===== config.mk =====
export PLATFORM = sky130hd
export DESIGN_NAME = config_write_sequencer
export DESIGN_NICKNAME = d
export VERILOG_FILES = /design/src/rtl/config_write_sequencer.sv
export SDC_FILE = /design/constraint.sdc
export NUM_CORES = 1
export LEC_CHECK = 0
export CORE_MARGIN = 4
export CORE_UTILIZATION = 45
export DETAILED_ROUTE_END_ITERATION = 16
export GPL_TIMING_DRIVEN = 1
export PLACE_DENSITY = 0.79
export REMOVE_ABC_BUFFERS = 1
export SLEW_MARGIN = 15
export SYNTH_ARGS = -nofsm -noshare
export SYNTH_HDL_FRONTEND = slang
export SYNTH_SLANG_ARGS = --single-unit

===== constraint.sdc =====
create_clock -name CLK -period 2.8 [get_ports CLK]
set_input_delay 0.56 -clock CLK [delete_from_list [all_inputs] [get_ports CLK]]
set_output_delay 0.56 -clock CLK [all_outputs]
set_load 0.02 [all_outputs]

===== src/rtl/config_write_sequencer.sv =====
// Write-side master for the watchdog configuration register bank: runs the fixed
// boot initialisation sequence and serialises single host writes with an idle gap.
module config_write_sequencer #(
  parameter logic [7:0]  FWLEN_INIT   = 8'd20,
  parameter logic [7:0]  SWLEN_INIT   = 8'd10,
  parameter logic [7:0]  RST_LMT_INIT = 8'd3,
  parameter int unsigned GAP_CYCLES   = 1
) (
  input  logic       CLK,
  input  logic       RST,
  input  logic       BOOT_START,
  input  logic       REQ_VALID,
  output logic       REQ_READY,
  input  logic [1:0] REQ_ADDR,
  input  logic [7:0] REQ_DATA,
  output logic       WREN,
  output logic [1:0] ABUS,
  output logic [7:0] DBUS,
  output logic       BUSY,
  output logic       BOOTED,
  output logic       BOOT_DONE,
  output logic [7:0] WR_COUNT,
  output logic [1:0] DBG_STATE
);

  typedef enum logic [1:0] {
    S_IDLE = 2'd0,
    S_WR   = 2'd1,
    S_GAP  = 2'd2,
    S_DONE = 2'd3
  } state_t;

  localparam logic [3:0] GAP_LD = 4'(GAP_CYCLES);

  state_t      state_q, state_d;
  logic [1:0]  phase_q, phase_d;
  logic        boot_q, boot_d;
  logic [3:0]  gap_q, gap_d;
  logic        wren_d;
  logic [1:0]  abus_d;
  logic [7:0]  dbus_d;
  logic        step;
  logic        accept;

  // Boot phase order is FW, SW, RL, SV; returns {address, data}.
  function automatic logic [9:0] boot_word(input logic [1:0] ph);
    case (ph)
      2'd0:    boot_word = {2'd0, FWLEN_INIT};
      2'd1:    boot_word = {2'd1, SWLEN_INIT};
      2'd2:    boot_word = {2'd3, RST_LMT_INIT};
      default: boot_word = {2'd2, 8'h10};
    endcase
  endfunction

  // Handshake: a request transfers on a rising edge where REQ_VALID && REQ_READY;
  // the host holds ADDR/DATA stable until then. BOOT_START takes priority.
  assign REQ_READY = (state_q == S_IDLE) && !BOOT_START;
  assign accept    = REQ_VALID && REQ_READY;
  assign DBG_STATE = state_q;

  always_comb begin
    state_d = state_q;
    phase_d = phase_q;
    boot_d  = boot_q;
    gap_d   = gap_q;
    wren_d  = 1'b0;
    abus_d  = 2'd0;
    dbus_d  = 8'd0;
    step    = 1'b0;

    case (state_q)
      S_IDLE: begin
        if (BOOT_START && !BOOTED) begin
          state_d          = S_WR;
          boot_d           = 1'b1;
          phase_d          = 2'd0;
          wren_d           = 1'b1;
          {abus_d, dbus_d} = boot_word(2'd0);
        end else if (accept) begin
          state_d = S_WR;
          boot_d  = 1'b0;
          wren_d  = 1'b1;
          abus_d  = REQ_ADDR;
          // SERVICE is ORed at the destination; bits 7:5 carry nothing.
          dbus_d  = (REQ_ADDR == 2'd2) ? {3'b000, REQ_DATA[4:0]} : REQ_DATA;
        end
      end
      S_WR: begin
        if (GAP_LD != 4'd0) begin
          state_d = S_GAP;
          gap_d   = GAP_LD;
        end else begin
          step = 1'b1;
        end
      end
      S_GAP: begin
        if (gap_q <= 4'd1) begin
          gap_d = 4'd0;
          step  = 1'b1;
        end else begin
          gap_d = gap_q - 4'd1;
        end
      end
      default: state_d = S_IDLE;
    endcase

    if (step) begin
      if (boot_q && (phase_q != 2'd3)) begin
        state_d          = S_WR;
        phase_d          = phase_q + 2'd1;
        wren_d           = 1'b1;
        {abus_d, dbus_d} = boot_word(phase_q + 2'd1);
      end else if (boot_q) begin
        state_d = S_DONE;
        boot_d  = 1'b0;
      end else begin
        state_d = S_IDLE;
      end
    end
  end

  // Outputs are registered from the next-state decode so they align with the state.
  always_ff @(posedge CLK) begin
    if (RST) begin
      state_q   <= S_IDLE;
      phase_q   <= 2'd0;
      boot_q    <= 1'b0;
      gap_q     <= 4'd0;
      WREN      <= 1'b0;
      ABUS      <= 2'd0;
      DBUS      <= 8'd0;
      BUSY      <= 1'b0;
      BOOTED    <= 1'b0;
      BOOT_DONE <= 1'b0;
      WR_COUNT  <= 8'd0;
    end else begin
      state_q   <= state_d;
      phase_q   <= phase_d;
      boot_q    <= boot_d;
      gap_q     <= gap_d;
      WREN      <= wren_d;
      ABUS      <= abus_d;
      DBUS      <= dbus_d;
      BUSY      <= (state_d != S_IDLE);
      BOOT_DONE <= (state_d == S_DONE);
      if (state_d == S_DONE) begin
        BOOTED <= 1'b1;
      end
      if (wren_d && (WR_COUNT != 8'hFF)) begin
        WR_COUNT <= WR_COUNT + 8'd1;
      end
    end
  end

endmodule


; ---- After elaboration in Yosys (flattened, before gate mapping)
; Index checks and enable logic that the tools add are counted.
[op_classes]
addsub = 3
magnitude_cmp = 1
eq_ne = 8
n_mux = 37
n_reduce_logical = 11
[op_table]
columns = op, count
row1 = 8-bit 2-to-1 mux, 6
row2 = 10-bit one-hot mux with 3 select lines, 1
row3 = 2-bit 2-to-1 mux, 14
row4 = 1-bit 2-to-1 mux, 13
row5 = "8-bit by 1-bit adder with 8-bit output, second input constant", 1
row6 = "2-bit equality test, second input constant", 4
row7 = "8-bit != test, second input constant", 1
row8 = 4-bit one-hot mux with 2 select lines, 1
row9 = 2-bit one-hot mux with 3 select lines, 1
row10 = 1-bit logical AND, 5
row11 = "2-bit by 1-bit equality test with 1-bit output, second input constant", 2
row12 = "4-bit by 1-bit less-or-equal comparator with 1-bit output, second input constant", 1
row13 = 2-bit logical NOT, 2
row14 = 4-bit 2-to-1 mux, 1
row15 = 2-bit nonzero test, 2
row16 = "4-bit by 1-bit subtractor with 4-bit output, second input constant", 1
row17 = "2-bit by 1-bit adder with 2-bit output, second input constant", 1
row18 = 1-bit logical NOT, 2
row19 = "2-bit != test, second input constant", 1
[word_totals]
reg_bits = 31
in_bits = 14
output_inout_bits = 25
elab_cells = 71

; ---- Longest topological paths before layout
; Gate-level depths: netlist of the first run.
[depth]
depth_word = 9
ltp_mapped = 8
mapped_depth_nobuf = 6

; ---- Least setup slack after synthesis of the first run
; OpenSTA, ideal clock, no wires.
[synth_timing]
kind = register -> register
startpoint = register state_q[1] (netlist: DBG_STATE[1])
endpoint = register WR_COUNT[3]
setup_ns = 0.121
arrival_time_ns = 1.985
t_required_ns = 2.679
path_slack_ns = 0.694
path_stages_with_launch = 8
path_buffers = 2
period_less_slack_ns = 2.106
path_cell_list = dfxtp_1 -> ha_1 -> nand3b_1 -> or4_4 -> buf_6 -> buf_4 -> a21oi_1 -> mux2_2
[synth_between]
elab_chain_len = 9
word_cells_on_any_way = 11
classes_between = 1 x eq/ne / 6 x mux / 4 x reduce/logical
[synth_lines]
columns = item, line
row1 = "start, declared", 35  ; state_t state_q, state_d;
row2 = "start signal, assigned", 137  ; state_q <= state_d;
row3 = 2-bit logical NOT, "57, 71"
row4 = 1-bit logical AND, 57  ; assign REQ_READY = (state_q == S_IDLE) && !BOOT_START;
row5 = 1-bit logical AND, 58  ; assign accept = REQ_VALID && REQ_READY;
row6 = 1-bit 2-to-1 mux, 79  ; end else if (accept) begin
row7 = 1-bit 2-to-1 mux, 73  ; if (BOOT_START && !BOOTED) begin
row8 = 1-bit 2-to-1 mux, 71  ; case (state_q)
row9 = 1-bit 2-to-1 mux, 108  ; if (boot_q && (phase_q != 2'd3)) begin
row10 = 1-bit 2-to-1 mux *, 107  ; if (step) begin
row11 = 1-bit logical AND *, 149  ; if (wren_d && (WR_COUNT != 8'hFF)) begin
row12 = "end signal, assigned", 150  ; WR_COUNT <= WR_COUNT + 8'd1;
row13 = "end, declared", 22  ; output logic [7:0] WR_COUNT,
; Every way passes the cells marked *; elsewhere a longest branch is shown, timed or not.
; A chain may end at the register's enable or synchronous reset.

; ---- Final worst setup path of the first run
[layout_timing]
startpoint = register state_q[0] (netlist: DBG_STATE[0])
endpoint = output REQ_READY
[layout_between]
elab_chain_len = 2
[layout_lines]
columns = item, line
row1 = 2-bit logical NOT, 57
row2 = 1-bit logical AND, 57
row3 = "end, declared", 13  ; output logic REQ_READY,
; No other way between the ends.

==> results of run 1 <==
[path summary, 6_finish.rpt]
kind                     start          end  slack (ns)  cells after the start
setup / recovery  DBG_STATE[0]    REQ_READY        0.37                      4
hold / removal      phase_q[1]   phase_q[1]        0.50                      2
setup reg to reg  DBG_STATE[0]  WR_COUNT[7]        0.61                      6
hold reg to reg     phase_q[1]   phase_q[1]        0.50                      2
[power groups by stage]
stage	clock, mW	combinational, mW	sequential (mW)
finish	0.300	0.714	0.588
global route	0.324	0.787	0.598
CTS	0.307	0.716	0.589
detailed placement	0	0.708	0.597
global placement	0	0.702	0.595
floorplan	0	0.376	0.670
[metal layers]
| metal | track usage (%) | vias to the layer above | wire, um |
|---|---|---|---|
| li1 | - | 706 | - |
| met1 | 20.88 | 663 | 1657 |
| met2 | 25.52 | 44 | 1593 |
| met3 | 4.659 | 0 | 188 |
| met4 | 7.342 | 0 | 0 |
| met5 | 0 | - | 0 |
[sequential cells by signal, indices dropped and copies added, names as in the netlist]
name / flops
ABUS: 2
BOOTED: 1
BOOT_DONE: 1
BUSY: 1
DBG_STATE: 2
DBUS: 8
WREN: 1
WR_COUNT: 8
boot_q: 1
gap_q: 4
phase_q: 2
[worst max-delay path: stages, from the launching register on]
cell and delay, ns:
dfxtp_1 0.35, inv_1 0.11, ha_1 0.23, nor2b_1 0.22, clkdlybuf4s50_1 0.64
[logic make-up after synthesis]
group / count (synthesis)
compound gates: 36
xor+xnor: 1
fa+ha+maj: 9
buf+inv: 19
flops: 31
mux: 8
simple gates: 76
[cells in the final DEF, fill, tap and decap left out, types with 4 or more instances in the layout]
cell / netlist / routed
inv_1: 10 / 10
a21oi_1: 19 / 19
o21ai_0: 4 / 4
nand2_1: 15 / 15
nor3_1: 8 / 8
nor2_1: 15 / 15
clkbuf_4: 0 / 5
mux2_2: 5 / 5
and2_1: 5 / 5
ha_1: 9 / 9
dfxtp_1: 31 / 31
nand2b_1: 4 / 4
nand3_1: 9 / 9
nor2b_1: 9 / 9
clkdlybuf4s50_1: 0 / 38
[stage by stage]
stage	setup slack, ns	util (%)	hold WS [ns]
6_report	0.3693	60.60	0.4984
5_1_grt	0.2679	60.60	0.5258
4_1_cts	0.3751	60.60	0.5001
3_5_place_dp	0.4031	58.56	0.4860
3_3_place_gp	0.4333	58.56	0.4751
2_1_floorplan	0.6989	-	0.4584
[area by class of cell]
type | count | area, sq um
inverters | 10 | 37.54
flip-flops and latches | 31 | 620.6
multi-input cells | 130 | 865.8
clock buffers | 8 | 68.82
fillers | 331 | 1325
well taps | 46 | 57.56
repair buffers | 39 | 387.9
==> flow_metrics.env, run 1 <==
export IMPL_max_cap_violations=0
export IMPL_cts_sinks=31
export IMPL_ys_seq_area_share_pct=39.33
export IMPL_hold_viol_final=0
export IMPL_finalPower_mw=1.602
export IMPL_root_buffer="clkbuf_4"
export IMPL_cts_resized_gates=0
export IMPL_ys_flop_type="dfxtp_1"
export IMPL_hpwlAfterDp_um=2466
export IMPL_drt_iter0_drc=59
export IMPL_required_ns=2.24
export IMPL_synthCells=180
export IMPL_rsz0062_at_grt="false"
export IMPL_antenna_found_initial=0
export IMPL_status="finished clean"
export IMPL_port_buffer_count=38
export IMPL_grt_pass1_wl_um=5671
export IMPL_swShare_pct=38.05
export IMPL_min_period_over_period_pct=86.81
export IMPL_final_layout_size_suffix_gt1_share_pct=9.633
export IMPL_ir_drop_mv=0.5048
export IMPL_place_gp_congestion=0.7802
export IMPL_setup_viol=0
export IMPL_drtAntennaViolNets=0
export IMPL_cts_path_max_buffers=2
export IMPL_clock_skew_final_ns=0.006528
export IMPL_routed_wl_um=3440
export IMPL_clk_pin_slew_worst_paths_ns=0.10
export IMPL_finalNonFillerCells=264
export IMPL_period_needed_ns=2.431
export IMPL_wl_per_cell_um=13.03
export IMPL_cts_tree="yes"
export IMPL_avgSynthCellArea_sq_um=8.765
export IMPL_drv_slew=0
export IMPL_cellLeakagePower_nw=0.7353
export IMPL_ys_ff_latch=31
export IMPL_cts_hold_fix_buffers=0
export IMPL_grt_start_max_net_pins=36
export IMPL_rows=21
export IMPL_first_pass_iters=5
export IMPL_max_clock_freq_mhz=411.4
export IMPL_io_pins=39
export IMPL_hp_class="flip-flop to flip-flop"
export IMPL_grt_overflow_total=0
export IMPL_synth_common_cells="dfxtp_1 (31), a21oi_1 (19), nand2_1 (15), nor2_1 (15), inv_1 (10)"
export IMPL_area_growth_pct=29.18
export IMPL_post_cts_buffers=0
export IMPL_start_util_pct=46.91
export IMPL_cts_made_buffers=5
export IMPL_cts_max_level=2
export IMPL_synth_async_reset_ratio_pct=0
export IMPL_ys_types=41
export IMPL_die_w_um=67.21
export IMPL_yosys_top_cells_area="dfxtp_1 (39%), ha_1 (7.1%), a21oi_1 (6.0%)"
export IMPL_power_switching_uw=609.5
export IMPL_synthAdderAreaFrac_pct=7.137
export IMPL_vias=1413
export IMPL_grt_pass1_vias=1309
export IMPL_intPower_uw=992.1
export IMPL_netlist_area_sq_mm=0.001578
export IMPL_drc=0
export IMPL_track_usage_pct=16.35
export IMPL_nNetsFinal=240
export IMPL_ys_warnings_count=0
export IMPL_netlist_top_cell_by_area="dfxtp_1"
export IMPL_insertion_delay_ns=0.32
export IMPL_path_class="flip-flop to output pin"
export IMPL_synth_mux_area_share_pct=5.551
export IMPL_synth_top_area_share_pct=39.33
export IMPL_post_synth_top_count_cell="dfxtp_1"
export IMPL_timing_setup_tns_ns=0
export IMPL_synth_compound_area_share_pct=16.42
export IMPL_slew_headroom_pct=47.88
export IMPL_antennaDiodeCount=0
export IMPL_power_frac_seq_pct=36.7
export IMPL_tightestPinTransition_ns=0.7754
export IMPL_synth_top_family_by_area="simple AND/OR/NAND/NOR gates"
export IMPL_critPathCaptureType="output pin"
export IMPL_crit_fanout=5
export IMPL_synth_xor_area_share_pct=0.5551
export IMPL_clkPwrFrac_pct=18.7
export IMPL_critPathLaunchType="flip-flop"
export IMPL_synth_edf_count=0
export IMPL_core_sq_mm=0.003363
export IMPL_yosys_area_share_simple_pct=25.22
export IMPL_die_h_um=67.21
export IMPL_powerDensity_mw_per_mm2=785.8
export IMPL_share_comb_of_total_power_pct=44.6
export IMPL_fin_area_sq_mm=0.002038
export IMPL_arrival_ns=1.87
export IMPL_dp_cells=256
export IMPL_placedInstanceArea_sq_mm=0.001969
export IMPL_dieArea_sq_mm=0.004517
export IMPL_vias_per_cell=5.352
(Power assumes the default switching activity.)
==> inputs of run 2 (changes only) <==
--- a/config.mk
+++ b/config.mk
@@ -10,7 +10,6 @@
 export DETAILED_ROUTE_END_ITERATION = 16
 export GPL_TIMING_DRIVEN = 1
 export PLACE_DENSITY = 0.79
-export REMOVE_ABC_BUFFERS = 1
 export SLEW_MARGIN = 15
 export SYNTH_ARGS = -nofsm -noshare
 export SYNTH_HDL_FRONTEND = slang
==> run 2 against run 1 <==
Utilization down 0.33 points; worst hold slack got worse by 0.0035 ns; setup slack got worse by 0.0051 ns; clock skew grew 0.0022 ns; routed wire length fell by 0.93%; cell area fell by 0.55%; power down 3.9%; critical path type unchanged; combinational power decreased by 1%; register-to-register slack worse by 0.03 ns; sequential cell count did not move.
==> flow_metrics.env, run 2 (synthesis results as in run 1) <==
export IMPL_drt_iter0_drc=72
export IMPL_arrival_ns=1.88
export IMPL_vias_per_cell=5.257
export IMPL_slew_headroom_pct=50.57
export IMPL_period_needed_ns=2.436
export IMPL_power_switching_uw=597.6
export IMPL_vias=1393
export IMPL_crit_fanout=5
export IMPL_die_h_um=67.21
export IMPL_port_buffer_count=38
export IMPL_core_sq_mm=0.003363
export IMPL_die_w_um=67.21
export IMPL_place_gp_congestion=0.7953
export IMPL_final_layout_size_suffix_gt1_share_pct=9.589
export IMPL_critPathCaptureType="output pin"
export IMPL_clock_skew_final_ns=0.008708
export IMPL_grt_overflow_total=0
export IMPL_crit_path_max_incr_delay_ns=0.66
export IMPL_power_frac_seq_pct=38.0
export IMPL_insertion_delay_ns=0.33
export IMPL_clk_pin_slew_worst_paths_ns=0.10
export IMPL_finalPower_mw=1.539
export IMPL_finalNonFillerCells=265
export IMPL_cts_path_max_buffers=2
export IMPL_cts_hold_fix_buffers=0
export IMPL_preCtsSetupSlack_ns=0.3849
export IMPL_min_delay_path_depth=2
export IMPL_grt_pass1_vias=1294
export IMPL_finish_utilization_pct=60.27
export IMPL_ir_drop_mv=0.3887
export IMPL_hp_class="flip-flop to flip-flop"
export IMPL_cts_resized_gates=0
export IMPL_grt_pass1_wl_um=5720
export IMPL_powerDensity_mw_per_mm2=759.3
export IMPL_track_usage_pct=17.02
export IMPL_root_buffer="clkbuf_4"
export IMPL_dp_cells=257
export IMPL_nNetsFinal=241
export IMPL_routed_wl_um=3408
export IMPL_first_pass_iters=4
export IMPL_crit_chain="inv_1, ha_1, nor2b_1, clkdlybuf4s50_1"
export IMPL_placedInstanceArea_sq_mm=0.001977
export IMPL_antennaDiodeCount=0
export IMPL_rows=21
export IMPL_critPathLaunchType="flip-flop"
export IMPL_hpwlAfterDp_um=2542
export IMPL_timing_setup_tns_ns=0
export IMPL_cellLeakagePower_nw=0.7313
export IMPL_start_util_pct=46.91
export IMPL_dieArea_sq_mm=0.004517
export IMPL_min_period_over_period_pct=86.99
export IMPL_syn_nets=203
export IMPL_layout_common_cells="clkdlybuf4s50_1 (38), dfxtp_1 (31), a21oi_1 (19), nor2_1 (15), nand2_1 (15)"
export IMPL_holdWs_ns=0.4949
export IMPL_required_ns=2.24
export IMPL_cts_made_buffers=5
export IMPL_path_class="flip-flop to output pin"
export IMPL_swShare_pct=38.83
export IMPL_max_cap_violations=0
export IMPL_antenna_found_initial=0
export IMPL_drc=0
export IMPL_clkPwrFrac_pct=16.2
export IMPL_wl_per_cell_um=12.86
export IMPL_post_cts_buffers=0
export IMPL_cts_max_level=2
export IMPL_cts_tree="yes"
export IMPL_grt_start_max_net_pins=32
export IMPL_drv_slew=0
export IMPL_mostFrequentLayoutCell="clkdlybuf4s50_1"
export IMPL_status="finished clean"
export IMPL_setup_viol=0
export IMPL_fin_area_sq_mm=0.002027
export IMPL_reg2reg_depth=7
export IMPL_cts_sinks=31
export IMPL_hold_viol_final=0
export IMPL_rsz0062_at_grt="false"
export IMPL_worst_slack_ns=0.3642
export IMPL_io_pins=39
export IMPL_max_clock_freq_mhz=410.5
export IMPL_area_growth_pct=28.47
export IMPL_tightestPinTransition_ns=0.7353
export IMPL_reg_largest_list="DBUS x8, WR_COUNT x8, gap_q x4"
export IMPL_drtAntennaViolNets=0
export IMPL_slowest_stage="clkdlybuf4s50_1"
export IMPL_share_comb_of_total_power_pct=45.8
export IMPL_intPower_uw=941.5
-- run 2: cell count changes in the layout (fill, tap and decap cells not counted) --
cell and delta:
clkinv_2 +1, clkbuf_8 -2, buf_4 +1, clkbuf_1 +1
-- run 2: worst paths after layout --
path	start	endpoint	slack, ns
setup / recovery	DBG_STATE[0]	REQ_READY	0.36
hold / removal	BOOTED	BOOTED	0.49
setup reg to reg	gap_q[0]	DBUS[7]	0.58
hold reg to reg	BOOTED	BOOTED	0.49
-- run 2: layer usage --
layer	GRT usage, %	routed length, um
met5	0	0
met2	26.99	1564
met3	5.990	304
met4	8.608	79
met1	20.27	1459
-- run 2: power by group through the flow --
stage                     Combinational (mW)  Sequential [mW]  Clock [mW]
after global routing                   0.793            0.599       0.273
after global placement                 0.699            0.593           0
after detailed placement               0.708            0.596           0
after floorplan                        0.393            0.669           0
after CTS                              0.710            0.586       0.255
final                                  0.705            0.585       0.249
-- run 2: final cells by class --
type | count | area [sq um]
fill | 317 | 1336
tap | 46 | 57.56
timing repair buffer | 40 | 395.4
sequential | 31 | 620.6
inverter | 10 | 37.54
clock buffer | 7 | 45.04
multi-input combinational | 130 | 865.8
clock inverter | 1 | 5.005
-- run 2: critical path: cells and delay by family, from the launching register on --
kind | cells | cell delay, ns
buffers and inverters | 2 | 0.76
DFF | 1 | 0.35
adders and majority gates | 1 | 0.23
and+or+nand+nor | 1 | 0.21
==> inputs of run 3 (changes only) <==
--- a/config.mk
+++ b/config.mk
@@ -8,8 +8,9 @@
 export CORE_MARGIN = 4
 export CORE_UTILIZATION = 45
 export DETAILED_ROUTE_END_ITERATION = 16
+export DONT_BUFFER_PORTS = 1
 export GPL_TIMING_DRIVEN = 1
-export PLACE_DENSITY = 0.79
+export PLACE_DENSITY = 0.65
 export SLEW_MARGIN = 15
 export SYNTH_ARGS = -nofsm -noshare
 export SYNTH_HDL_FRONTEND = slang
==> run 3 against run 2 <==
First-iteration DRC count fell by 39%; die area did not move; critical path depth grew 1; worst hold slack worse by 0.22 ns; utilization shrank 11 points; non-clock buffer count fell by 40; clock-buffer cell count shrank 1; largest cell class unchanged; largest power group is now registers; highest routed layer unchanged.
==> flow_metrics.env, run 3 (synthesis results as in run 1) <==
export IMPL_grt_start_max_net_pins=37
export IMPL_finalNonFillerCells=225
export IMPL_layout_common_cells="dfxtp_1 (31), a21oi_1 (19), nor2_1 (15), nand2_1 (15), inv_1 (10)"
export IMPL_syn_nets=203
export IMPL_root_buffer="clkbuf_4"
export IMPL_multiInputGateArea_sq_um=865.8
export IMPL_timing_rr_start="DBG_STATE[1]"
export IMPL_powerDensity_mw_per_mm2=907.8
export IMPL_grt_busiest_layer="met2"
export IMPL_reg2reg_depth=5
export IMPL_drc=0
export IMPL_port_buffer_count=0
export IMPL_track_usage_pct=15.83
export IMPL_nNetsFinal=201
export IMPL_drv_slew=0
export IMPL_cts_made_buffers=5
export IMPL_hold_start="RST"
export IMPL_io_pins=39
export IMPL_met3_usage_pct=5.990
export IMPL_area_growth_pct=5.710
export IMPL_max_cap_violations=0
export IMPL_crit_path_start="DBG_STATE[1]"
export IMPL_insertion_delay_ns=0.34
export IMPL_rows=21
export IMPL_die_h_um=67.21
export IMPL_reg2reg_slack_ns=0.51
export IMPL_required_ns=3.04
export IMPL_cts_max_level=2
export IMPL_hp_class="input port to flip-flop"
export IMPL_grt_pass1_vias=1256
export IMPL_fill_cells=348
export IMPL_path_class="flip-flop to flip-flop"
export IMPL_place_gp_congestion=0.7227
export IMPL_min_period_over_period_pct=81.74
export IMPL_holdWs_ns=0.2702
export IMPL_rsz0062_at_grt="false"
export IMPL_post_cts_buffers=0
export IMPL_hold_viol_final=0
export IMPL_hpwlAfterDp_um=2393
export IMPL_slew_headroom_pct=51.04
export IMPL_clk_pin_slew_worst_paths_ns=0.11
export IMPL_reg2reg_to="WR_COUNT[7]"
export IMPL_cts_hold_fix_buffers=0
export IMPL_finalPower_mw=1.514
export IMPL_wl_per_cell_um=14.33
export IMPL_placedInstanceArea_sq_mm=0.001582
export IMPL_critPathCaptureType="flip-flop"
export IMPL_finish_utilization_pct=49.59
export IMPL_cts_tree="yes"
export IMPL_timing_setup_tns_ns=0
export IMPL_period_needed_ns=2.289
export IMPL_die_w_um=67.21
export IMPL_fin_area_sq_mm=0.001668
export IMPL_cts_resized_gates=0
export IMPL_grt_pass1_wl_um=5388
export IMPL_ir_drop_mv=0.3231
export IMPL_crit_end="WR_COUNT[7]"
export IMPL_ff_latch_area_sq_um=620.6
export IMPL_clock_skew_final_ns=0.01085
export IMPL_dieArea_sq_mm=0.004517
export IMPL_antennaDiodeCount=0
export IMPL_use_met1_pct=16.48
export IMPL_drtAntennaViolNets=0
export IMPL_core_sq_mm=0.003363
export IMPL_crit_fanout=16
export IMPL_final_layout_size_suffix_gt1_share_pct=11.73
export IMPL_arrival_ns=2.53
export IMPL_status="finished clean"
export IMPL_preCtsSetupSlack_ns=0.5360
export IMPL_cts_sinks=31
export IMPL_cellLeakagePower_nw=0.6021
export IMPL_critPathLaunchType="flip-flop"
export IMPL_tightestPinTransition_ns=0.7284
export IMPL_mostFrequentLayoutCell="dfxtp_1"
export IMPL_worst_slack_ns=0.5114
export IMPL_grt_overflow_total=0
export IMPL_met2_usage_pct=26.75
export IMPL_reg_largest_list="DBUS x8, WR_COUNT x8, gap_q x4"
export IMPL_drt_iter0_drc=44
export IMPL_max_clock_freq_mhz=436.9
export IMPL_start_util_pct=46.91
export IMPL_setup_viol=0
export IMPL_vias=1254
export IMPL_antenna_found_initial=0
export IMPL_cts_path_max_buffers=2
export IMPL_routed_wl_um=3224
export IMPL_dp_cells=217
export IMPL_vias_per_cell=5.573
export IMPL_first_pass_iters=4
-- run 3: area by class of cell --
type                            instances  area share [%]
Inverter                               10           2.251
Sequential cell                        31           37.21
Multi-Input combinational cell        130           51.91
Clock buffer                            6           3.076
Tap cell                               46           3.451
Clock inverter                          2           2.101
-- run 3: worst min path at each step --
stage / endpoint / slack [ns] / cells after the start
6_report: WR_COUNT[6] / 0.27 / 1
5_1_grt: WR_COUNT[6] / 0.24 / 1
4_1_cts: WR_COUNT[6] / 0.25 / 1
3_5_place_dp: phase_q[1] / 0.48 / 2
3_3_place_gp: phase_q[1] / 0.47 / 2
2_1_floorplan: phase_q[1] / 0.46 / 2
-- run 3: critical path, cell delays in order (launching register included) --
cell and delay (ns):
dfxtp_1 0.51, ha_1 0.30, nand3b_1 0.13, or4_4 0.56, a2111oi_4 0.34, mux2_1 0.35
-- run 3: routing by layer --
metal | share of wire [%] | vias to the layer above | routed length (um)
met3 | 9.7 | 8 | 314
met4 | 2.3 | 0 | 74
li1 | - | 628 | -
met1 | 41 | 573 | 1306
met2 | 47 | 45 | 1528
met5 | 0 | - | 0
-- run 3: power by group --
| part | internal, mW | leakage (nW) | total, mW | switching (mW) |
|---|---|---|---|---|
| Combinational | 0.187 | 0.301 | 0.463 | 0.276 |
| Clock | 0.211 | 0.0482 | 0.371 | 0.161 |
| Sequential | 0.523 | 0.253 | 0.680 | 0.157 |
